===== src/rtl/rca_pkg.sv =====
// ----------------------------------------------------------------------------
// rca_pkg
// Shared definitions for the pipelined ripple-carry adder/subtractor:
// default widths, the stage-count helper and the default-width stage layout.
// No ports (package).
// ----------------------------------------------------------------------------
package rca_pkg;

    localparam int unsigned DEF_WIDTH = 32;
    localparam int unsigned DEF_SEG   = 8;

    // Number of pipeline stages; a zero segment width is rejected by the top,
    // so it maps to 1 here only to keep the division defined.
    function automatic int unsigned calc_nstg(input int unsigned width,
                                              input int unsigned seg);
        return (seg == 0) ? 32'd1 : width / seg;
    endfunction

    // Stage register layout at the default width. The top re-declares the
    // same layout at its own WIDTH so the fields track the parameters.
    typedef struct packed {
        logic                 valid;
        logic [DEF_WIDTH-1:0] sum_lo;
        logic                 carry;
        logic [DEF_WIDTH-1:0] a_hi;
        logic [DEF_WIDTH-1:0] b_hi;
        logic                 a_msb;
        logic                 b_msb;
    } rca_stage_t;

endpackage


===== src/rtl/rca_segment.sv =====
// ----------------------------------------------------------------------------
// rca_segment
// Purely combinational SEG-bit ripple-carry slice made of full adders.
// Ports:
//   a, b : SEG-bit operands
//   ci   : carry in
//   s    : SEG-bit sum
//   co   : carry out of the top bit
// ----------------------------------------------------------------------------
module rca_segment
    import rca_pkg::*;
#(
    parameter int unsigned SEG = DEF_SEG
) (
    input  logic [SEG-1:0] a,
    input  logic [SEG-1:0] b,
    input  logic           ci,
    output logic [SEG-1:0] s,
    output logic           co
);

    // One full adder per bit; each links to the previous bit's carry.
    for (genvar k = 0; k < SEG; k++) begin : g_fa
        logic w_cin;
        logic w_cout;

        if (k == 0) begin : g_first
            assign w_cin = ci;
        end else begin : g_rest
            assign w_cin = g_fa[k-1].w_cout;
        end

        assign s[k]   = a[k] ^ b[k] ^ w_cin;
        assign w_cout = (a[k] & b[k]) | (w_cin & (a[k] ^ b[k]));
    end

    assign co = g_fa[SEG-1].w_cout;

endmodule


===== src/rtl/rca_pipe_adder.sv =====
// ----------------------------------------------------------------------------
// rca_pipe_adder
// Pipelined WIDTH-bit ripple-carry adder/subtractor. The carry chain is cut
// into SEG-bit segments with one register stage each (latency NSTG), with a
// valid/ready handshake and full backpressure.
// Ports:
//   clk, rst_n          : clock (rising edge), async active-low reset
//   in_valid / in_ready : operand beat handshake (in_ready is combinational)
//   a, b, c, sub        : operands, carry-in (add only), 1 = a - b
//   out_valid/out_ready : result handshake
//   foo, cout, ovf      : sum/difference, MSB carry-out, signed overflow
// ----------------------------------------------------------------------------
module rca_pipe_adder
    import rca_pkg::*;
#(
    parameter int unsigned WIDTH = DEF_WIDTH,
    parameter int unsigned SEG   = DEF_SEG
) (
    input  logic             clk,
    input  logic             rst_n,
    input  logic             in_valid,
    output logic             in_ready,
    input  logic [WIDTH-1:0] a,
    input  logic [WIDTH-1:0] b,
    input  logic             c,
    input  logic             sub,
    output logic             out_valid,
    input  logic             out_ready,
    output logic [WIDTH-1:0] foo,
    output logic             cout,
    output logic             ovf
);

    localparam int unsigned NSTG = calc_nstg(WIDTH, SEG);

    typedef struct packed {
        logic             valid;
        logic [WIDTH-1:0] sum_lo;
        logic             carry;
        logic [WIDTH-1:0] a_hi;
        logic [WIDTH-1:0] b_hi;
        logic             a_msb;
        logic             b_msb;
    } stage_t;

    // Reject geometries that cannot be cut into whole segments.
    if (SEG < 1) begin : g_bad_seg
        $error("rca_pipe_adder: SEG must be at least 1");
    end else if ((WIDTH % SEG) != 0) begin : g_bad_width
        $error("rca_pipe_adder: WIDTH must be a multiple of SEG");
    end

    stage_t           r_stg [NSTG];
    logic             r_ovf;
    logic [WIDTH-1:0] w_b_eff;

    // Subtraction is a + ~b + 1.
    assign w_b_eff = sub ? ~b : b;

    for (genvar k = 0; k < NSTG; k++) begin : g_stg
        logic [WIDTH-1:0] w_a_in;
        logic [WIDTH-1:0] w_b_in;
        logic [WIDTH-1:0] w_sum_in;
        logic             w_ci;
        logic             w_amsb;
        logic             w_bmsb;
        logic             w_vin;
        logic             w_load;
        logic [SEG-1:0]   w_s;
        logic             w_co;

        // Stage inputs: prepared operands at the head, previous stage after.
        if (k == 0) begin : g_head
            assign w_a_in   = a;
            assign w_b_in   = w_b_eff;
            assign w_sum_in = '0;
            assign w_ci     = sub | c;
            assign w_amsb   = a[WIDTH-1];
            assign w_bmsb   = w_b_eff[WIDTH-1];
            assign w_vin    = in_valid;
        end else begin : g_body
            assign w_a_in   = r_stg[k-1].a_hi;
            assign w_b_in   = r_stg[k-1].b_hi;
            assign w_sum_in = r_stg[k-1].sum_lo;
            assign w_ci     = r_stg[k-1].carry;
            assign w_amsb   = r_stg[k-1].a_msb;
            assign w_bmsb   = r_stg[k-1].b_msb;
            assign w_vin    = r_stg[k-1].valid;
        end

        // A stage loads when empty or when its successor takes its beat.
        if (k == NSTG - 1) begin : g_tail
            assign w_load = !r_stg[k].valid || out_ready;

            // Overflow is resolved once the MSB segment is summed.
            always_ff @(posedge clk or negedge rst_n) begin
                if (!rst_n) begin
                    r_ovf <= 1'b0;
                end else if (w_load && w_vin) begin
                    r_ovf <= (w_amsb == w_bmsb) && (w_s[SEG-1] != w_amsb);
                end
            end
        end else begin : g_mid
            assign w_load = !r_stg[k].valid || g_stg[k+1].w_load;
        end

        rca_segment #(
            .SEG (SEG)
        ) u_seg (
            .a  (w_a_in[SEG-1:0]),
            .b  (w_b_in[SEG-1:0]),
            .ci (w_ci),
            .s  (w_s),
            .co (w_co)
        );

        // Operands shift down one segment per stage; the sum fills from the
        // top so that after NSTG stages every segment sits in place.
        always_ff @(posedge clk or negedge rst_n) begin
            if (!rst_n) begin
                r_stg[k] <= '0;
            end else if (w_load) begin
                r_stg[k].valid <= w_vin;
                if (w_vin) begin
                    r_stg[k].sum_lo <= (w_sum_in >> SEG)
                                     | (WIDTH'(w_s) << (WIDTH - SEG));
                    r_stg[k].carry  <= w_co;
                    r_stg[k].a_hi   <= w_a_in >> SEG;
                    r_stg[k].b_hi   <= w_b_in >> SEG;
                    r_stg[k].a_msb  <= w_amsb;
                    r_stg[k].b_msb  <= w_bmsb;
                end
            end
        end
    end

    assign in_ready  = g_stg[0].w_load;
    assign out_valid = r_stg[NSTG-1].valid;
    assign foo       = r_stg[NSTG-1].sum_lo;
    assign cout      = r_stg[NSTG-1].carry;
    assign ovf       = r_ovf;

endmodule


===== config.mk =====
export PLATFORM = sky130hd
export DESIGN_NAME = rca_pipe_adder
export DESIGN_NICKNAME = d
export VERILOG_FILES = /design/src/rtl/rca_pkg.sv /design/src/rtl/rca_segment.sv /design/src/rtl/rca_pipe_adder.sv
export SDC_FILE = /design/constraint.sdc
export NUM_CORES = 1
export LEC_CHECK = 0
export ABC_AREA = 1
export CAP_MARGIN = 20
export CORE_ASPECT_RATIO = 0.75
export CORE_UTILIZATION = 50
export DETAILED_ROUTE_END_ITERATION = 12
export PLACE_DENSITY_LB_ADDON = 0.12
export SLEW_MARGIN = 25
export SYNTH_ARGS = -nofsm -noshare
export SYNTH_HDL_FRONTEND = slang
export SYNTH_SLANG_ARGS = --single-unit

===== constraint.sdc =====
create_clock -name clk -period 4.2 [get_ports clk]
set_clock_uncertainty 0.2 [all_clocks]
set_input_delay 0.84 -clock clk [delete_from_list [all_inputs] [get_ports clk]]
set_output_delay 0.84 -clock clk [all_outputs]
set_load 0.01 [all_outputs]

==> results list, run 1 <==
- Element type at the critical path end: flip-flop
- DIE HEIGHT: 113 um
* Die Area: 16900 um^2
- Wire length of the first global-routing pass: 29600 um
* Adder-cell area share of the yosys netlist: 7.96%
- Post-layout power: 6860 uW
* Distinct cells, synth: 22
- CTS tree: done
* Syn Std Cell Area: 8210 um^2
- Total via count after detailed routing: 5897
- After the first detailed-routing iteration, the DRC count stood at 369.
- Largest voltage drop on the vdd net: 0.316 mV
- Flip-flop and latch count after synthesis: 185
* Area grow syn2layout: 23.6%
- Fraction of the mapped netlist area in compound gates: 1.46%
* M1 WL: 9110 um
- Simple-gate portion of the synthesized area: 25.8%
- Most used standard cell by instance count after synthesis: sky130_fd_sc_hd__nand2_1
- Detailed routing placed a total of 7500 um of wire on met2.
- At the worst endpoint, the required time is 4.35 ns.
- Row count: 40
- Remaining design rule violation count: 0
- The number of max-slew violations in the final report is 0.
- Synthesis produced a netlist whose cell count is 882.
- Total power density per cell area: 676 nW/um^2
- Share of flip-flops with an asynchronous set or reset after synthesis: 100%
- IO Port Bufs: 105
* Width of the die: 150 um
- The number of nets handed over by synthesis was 985.
- For the worst setup path, the data arrival time is 4.22 ns.
- The HPWL after detailed placement is 11500 um.
* # nets final: 1073
- Prior to clock tree synthesis, the placed netlist has a worst setup slack of -0.572 ns.
* Slack of the worst reg-to-reg path: 0.13 ns
- The post-route netlist has 8.34% of its cells at a drive strength greater than 1.
* Share of synthesized area occupied by flip-flops and latches: 56.4%
* Fraction of synthesized cell area in xor and xnor cells: 3.42%
- In the synthesized netlist, mux cells make up 0% of the area.
* Area share of the largest cell type after synthesis: 56.4%
- Antenna violations before repair: 0
- Hold bufs inserted after CTS: 0
- TritonCTS created 17 clock buffers.
- Minimum period implied by the final worst setup slack: 4.07 ns
- Clock tree synthesis selected as its root buffer the cell sky130_fd_sc_hd__clkbuf_16.
* Largest family of logic cells by synthesized area: simple AND/OR/NAND/NOR gates
- CP startpoint kind: flip-flop
* Area of the multi-input gates: 3230 um^2
* Overall fraction of global-route tracks in use: 22.7%
- Entering global routing, the biggest net connects 82 pins.
* Mapped Avg Cell Area: 9.30 um^2
- In this run the standard cell core region covers 16000 um^2.
- Class of the worst hold path: in -> async
- R2R depth: 12
- The count of endpoints failing hold in the final timing report is 0.
- # clock sinks: 185
- Final worst setup slack: 0.125 ns
- Setup violations remaining at the end of the flow were counted as 0.
- Drt pass-1 iters: 4
* Total congestion overflow: 0
- Weighted congestion at the end of routability-driven global placement: 0.788
* Clock latency reported for the late side of the worst-skew pair: 0.43 ns
- Count of max-cap constraint violations: 0
- Clock-pin slew was measured on the worst setup and hold paths at 0.07 ns.
* Effective utilization at floorplan: 51.2%
* Leading register cell type out of synthesis: sky130_fd_sc_hd__dfrtp_1
- Leakage: 0.00514 uW
- The worst register-to-register path ends at g_stg[3].w_sum_in[31].
- Once placement completed, the tool counted placed cells totaling 1158.
- Worst slack on hold paths: 0.253 ns
- The setup path with the least slack is of type reg -> reg.
- Sorting the synthesized cells by how often they occur yields sky130_fd_sc_hd__nand2_1, sky130_fd_sc_hd__dfrtp_1, sky130_fd_sc_hd__nand3_1.
- In this run the deepest clock path goes through 2 buffers.
- sky130_fd_sc_hd__dfrtp_1 takes more of the synthesized area than any other cell.
- Slew headroom: 50.5%
* Synth top area cells: sky130_fd_sc_hd__dfrtp_1, sky130_fd_sc_hd__nand2_1, sky130_fd_sc_hd__nand3_1, sky130_fd_sc_hd__fa_1, sky130_fd_sc_hd__xor2_1
- Number of standard cells in the layout, taps in and fillers out: 1193
* Result of the run: completed
* Routed WL: 17700 um
* Ant diodes: 0
- Dividing the detail-routed wire length by the instance count gives 14.8 um.
- Tcrit/Tclk final: 97.0%
* Combined flip-flop and latch cell area: 4630 um^2
- Number of flops mapped to enable cells by yosys: 0
- The H-tree was split into 4 levels.
- The filler cells instantiated in the layout total 1405.
- Detail Route met3 WL: 864 um
- In this run the top signal layer used is met4.
- For the pin with the worst max-slew slack, the measured transition is 0.741 ns.
* Via count of the first global-routing pass: 5811
* Critical-path maximum fanout: 2
- Worst reg2reg startpoint: g_stg[2].w_ci
* Vias per Instance: 4.94
* Achievable clock frequency: 0.245 GHz
* Synth Warn #: 0
* Number of placed I/O pins: 106
- Remaining antenna violation count after routing: 0
where the power goes:
group	leakage, uW	total (uW)	internal (uW)	switching, uW
Sequential	0.00229	2840	2430	407
Combinational	0.00253	2250	980	1270
Clock	0.000316	1780	1100	672
cell families after synthesis:
family                     after synthesis
DFF                                    185
and+or+nand+nor                        512
xor gates and xnor gates                32
buffers and inverters                   96
adders and majority gates               33
AOI/OAI and AO/OA                       24
area by class of cell:
class	instances	share of cell area (%)
Sequential cell	185	45.6
Timing Repair Buffer	124	11.9
Multi-Input combinational cell	601	31.8
Tap cell	210	2.59
Clock buffer	21	4.64
Inverter	41	1.52
Clock inverter	11	1.89
layer usage:
| layer | vias to the layer above | track usage, % |
|---|---|---|
| met4 | 0 | 5.86 |
| li1 | 2930 | - |
| met3 | 19 | 4.76 |
| met2 | 151 | 31.6 |
| met5 | - | 0 |
| met1 | 2797 | 35.9 |
sequential cells by signal (all words and copies together) (netlist names):
name and flops:
g_stg.w_b_in 45, g_stg.w_amsb 3, g_stg.w_ci 3, g_stg.w_vin 3
g_stg.w_a_in 45, cout 1, g_stg.w_bmsb 3, ovf 1
foo 32, g_stg.w_sum_in 48, out_valid 1
worst max-delay path: stages, from the launching register on:
cell and delay, ns:
sky130_fd_sc_hd__dfrtp_1 0.41, sky130_fd_sc_hd__fa_2 0.38, sky130_fd_sc_hd__inv_1 0.09, sky130_fd_sc_hd__fa_1 0.17
sky130_fd_sc_hd__inv_1 0.06, sky130_fd_sc_hd__fa_2 0.39, sky130_fd_sc_hd__fa_2 0.41, sky130_fd_sc_hd__fa_2 0.41
sky130_fd_sc_hd__fa_2 0.40, sky130_fd_sc_hd__fa_1 0.43, sky130_fd_sc_hd__inv_1 0.10, sky130_fd_sc_hd__fa_1 0.42
sky130_fd_sc_hd__o21ai_1 0.14
placed cells by master (no fill, tap or decap), drive strengths merged, types with 3 or more instances in the layout:
master	count
fa	32
dfrtp	185
clkinvlp	3
a21oi	9
nand2	363
clkdlybuf4s50	101
nor2	13
clkbuf	21
bufinv	5
o21ai	15
nand3	134
xnor2	5
inv	42
xor2	27
buf	22
worst max-delay path by stage:
stage | startpoint | to | cells past startpoint
floorplan | sub | g_stg[1].w_sum_in[31] | 15
CTS | g_stg[3].w_ci | ovf | 15
detailed placement | b[0] | g_stg[1].w_sum_in[31] | 14
global placement | b[0] | g_stg[1].w_sum_in[31] | 14
finish | g_stg[2].w_ci | g_stg[3].w_sum_in[31] | 12
global route | g_stg[3].w_ci | ovf | 15
through the flow:
step,setup TNS (ns),area [um^2],util [%]
2_1_floorplan,-0.187,8240,-
3_3_place_gp,-1.00,9420,58.8
3_5_place_dp,-1.36,9420,58.8
4_1_cts,0,10100,63.1
5_1_grt,-0.0134,10100,63.3
6_report,0,10100,63.3
timing repair:
action | CTS | global route
endpoints found under the hold margin | 0 | 0
gates resized for setup | 10 | 10
buffers inserted | 0 | 3
pin swaps | 2 | 3
setup endpoints to repair | 5 | 4
(Power assumes the default switching activity.)
==> run 2: changes to the inputs <==
CORE_UTILIZATION = 55   (was 50)
clock period = 3.85 ns   (was 4.2 ns; I/O delays follow)
==> results list, run 2 (same netlist as run 1, synthesis figures left out) <==
- Effective utilization at floorplan: 56.6% (+5.3 points)
- Element type at the critical path end: flip-flop
- Via count of the first global-routing pass: 5808 (-0.052%)
- Internal Pwr Total: 4930 uW (+9.1%)
* Failing checks: setup timing
* Result of the run: finished with violations
- In the layout the commonest cells are sky130_fd_sc_hd__nand2_1, sky130_fd_sc_hd__dfrtp_1, sky130_fd_sc_hd__nand3_1.
* Required time of the critical path: 3.97 ns (-0.38 ns)
* Routed WL: 17100 um (-3.5%)
- Class of the worst hold path: in -> async
* Type of the worst setup path: in -> reg
- In this design, the critical path's most frequently occurring cell is sky130_fd_sc_hd__fa_2.
* Worst slack on hold paths: 0.218 ns (-0.0351 ns)
- Share of power burned in registers: 41.5% (about the same)
* Overall fraction of global-route tracks in use: 24.7% (+2.0 points)
- DIE HEIGHT: 108 um (-4.6%)
- The count of inserted antenna diode cells is 0 (unchanged).
* Number of placed I/O pins: 106 (unchanged)
* Peak per-stage delay on the critical path: 0.44 ns (about the same)
* Slew headroom: 42.9% (-7.6 points)
- The number of max-slew violations in the final report came to 0 (unchanged).
- The transition time of the tightest slew-check pin came to 0.856 ns (+0.115 ns).
- The die width was 143 um (-4.6%).
- Switching Fraction: 34.1% (-0.049 points)
- Largest voltage drop on the vdd net: 0.403 mV (+28%)
- The number of levels in the clock H-tree was 4 (unchanged).
- Fraction of layout instances using a drive strength above 1: 9.06% (+0.72 points)
- Antenna violations before repair: 0 (unchanged)
* Flip-flop count of the largest register, all copies and words added: 48 (unchanged)
- In the finished design, the share of the clock period the worst path needs comes to 102%.
* Total via count after detailed routing: 6046 (+2.5%)
- The clock latency reported for the late side of the worst-skew pair came to 0.43 ns (about the same).
* Row count: 38 (-5.0%)
- Walking the worst path, the cells encountered are clkdlybuf4s50_1 -> or2_2 -> fa_2 -> fa_1 -> inv_1 -> fa_2 -> fa_2 -> fa_2 -> fa_2 -> fa_2 -> inv_1 -> fa_1 -> nand3_1 -> nand2_1.
- Core occupancy in the finished layout: 70.0% (+6.6 points)
* Combinational power share: 32.1% (-0.6 points)
* Wire length of the first global-routing pass: 29000 um (-2.2%)
- Total power density per cell area: 737 nW/um^2 (+9.0%)
- Post-layout power: 7480 uW (+9.0%)
- Net Switching: 2550 uW (+8.9%)
* Vias per Instance: 5.12 (+3.5%)
- CTS clock-pin slew for the worst setup and hold paths: 0.07 ns (about the same)
- Placement-stage cell area: 9460 um^2 (+0.37%)
- Core area: 14500 um^2 (-9.5%)
* Routed wirelength normalized by instance count: 14.4 um (-2.6%)
* Worst path arrival time: 4.07 ns (-0.15 ns)
- The largest net degree at the start of global routing was 95 (+16%).
- Hold Fails Final Rpt: 0 (unchanged)
* Final number of setup-violating endpoints: 2 (+2)
- The full die area was 15400 um^2 (-9.0%).
- The routed design could run at a clock period as short as 3.94 ns.
* Weighted congestion at the end of routability-driven global placement: 0.833 (+5.8%)
* Drt pass-1 iters: 5 (+1)
* Remaining antenna violation count after routing: 0 (unchanged)
- The placed wire-length estimate after detailed placement came to 11800 um (+2.1%).
- # clock sinks: 185 (unchanged)
- Leakage: 0.00513 uW (-0.13%)
- Design area: 10100 um^2 (about the same)
- Setup repair after global routing missed its margin: yes
- The biggest fanout along the worst timing path is 1 (-1).
- Number of CTS-inserted buffers: 17 (unchanged)
- Count of max-cap constraint violations: 0 (unchanged)
* Violation count after the first detailed-route iteration: 350 (-5.1%)
- Achievable clock frequency: 0.254 GHz
- Slowest CP cell: sky130_fd_sc_hd__clkdlybuf4s50_1
- CP startpoint kind: primary input
* Clock power share: 26.4% (+0.5 points)
- In this run the clock root is driven by a sky130_fd_sc_hd__clkbuf_16.
- Post-place setup slack: -0.735 ns (-0.163 ns)
- Final worst setup slack: -0.0921 ns (-0.218 ns)
- The remaining global-route overflow is 0 (unchanged).
* CTS tree: done
- The number of hold buffers added after CTS is 0 (unchanged).
- The post-detailed-route DRC marker count came to 0 (unchanged).
- Area grow syn2layout: 23.7% (about the same)
* # nets final: 1072 (-0.093%)
* Most common cell after layout, fill and taps aside: sky130_fd_sc_hd__nand2_1
- The maximum buffer depth of the clock tree is 2 (unchanged).
* IO Port Bufs: 105 (unchanged)
[run 2: metal layers]
metal	global-route usage [%]	vias to the layer above	wire (um)
met3	5.87	16	833
met2	35.6	158	7600
li1	-	2922	-
met4	6.37	0	138
met1	37.5	2950	8490
met5	0	-	0
[run 2: cell type report]
cell class | instances | area, um^2
multi-input cells | 601 | 3240
fillers | 1123 | 4350
inverters | 41 | 154
clock inverters | 14 | 245
repair buffers | 123 | 1200
well taps | 200 | 250
flip-flops and latches | 185 | 4630
clock buffers | 18 | 429
[run 2: final timing paths]
check / to / start / cells past startpoint / slack, ns
max: g_stg[1].w_sum_in[31] / c / 14 / -0.09
min: cout / rst_n / 1 / 0.22
max reg2reg: ovf / g_stg[3].w_a_in[0] / 15 / -0.06
min reg2reg: foo[2] / foo[2] / 2 / 0.27
max in group asynchronous: g_stg[1].w_b_in[16] / rst_n / 2 / 2.39
min in group clk: foo[2] / foo[2] / 2 / 0.27
[run 2: critical path: cells and delay by family]
| kind | cells | cell delay, ns |
|---|---|---|
| adder cells (fa/ha/maj) | 8 | 2.47 |
| buffers and inverters | 3 | 0.57 |
| AND/OR/NAND/NOR | 3 | 0.26 |
[run 2: what timing repair did]
item,in CTS,in global routing
setup endpoints to repair,7,5
pin swaps,14,7
gates resized for setup,11,2
setup buffers,0,1
[run 2: power groups by stage]
stage	Sequential, uW	Clock, uW	Combinational (uW)
3_3_place_gp	3100	0	2300
5_1_grt	3180	2090	2770
4_1_cts	3100	2000	2430
2_1_floorplan	3080	0	1480
6_report	3110	1980	2400
3_5_place_dp	3130	0	2390
[run 2: through the flow]
step	std cells	TNS, ns
finish	1182	-0.153
global placement	1149	-1.75
floorplan	882	-0.501
global route	1182	-0.417
detailed placement	1149	-2.17
CTS	1181	-0.197
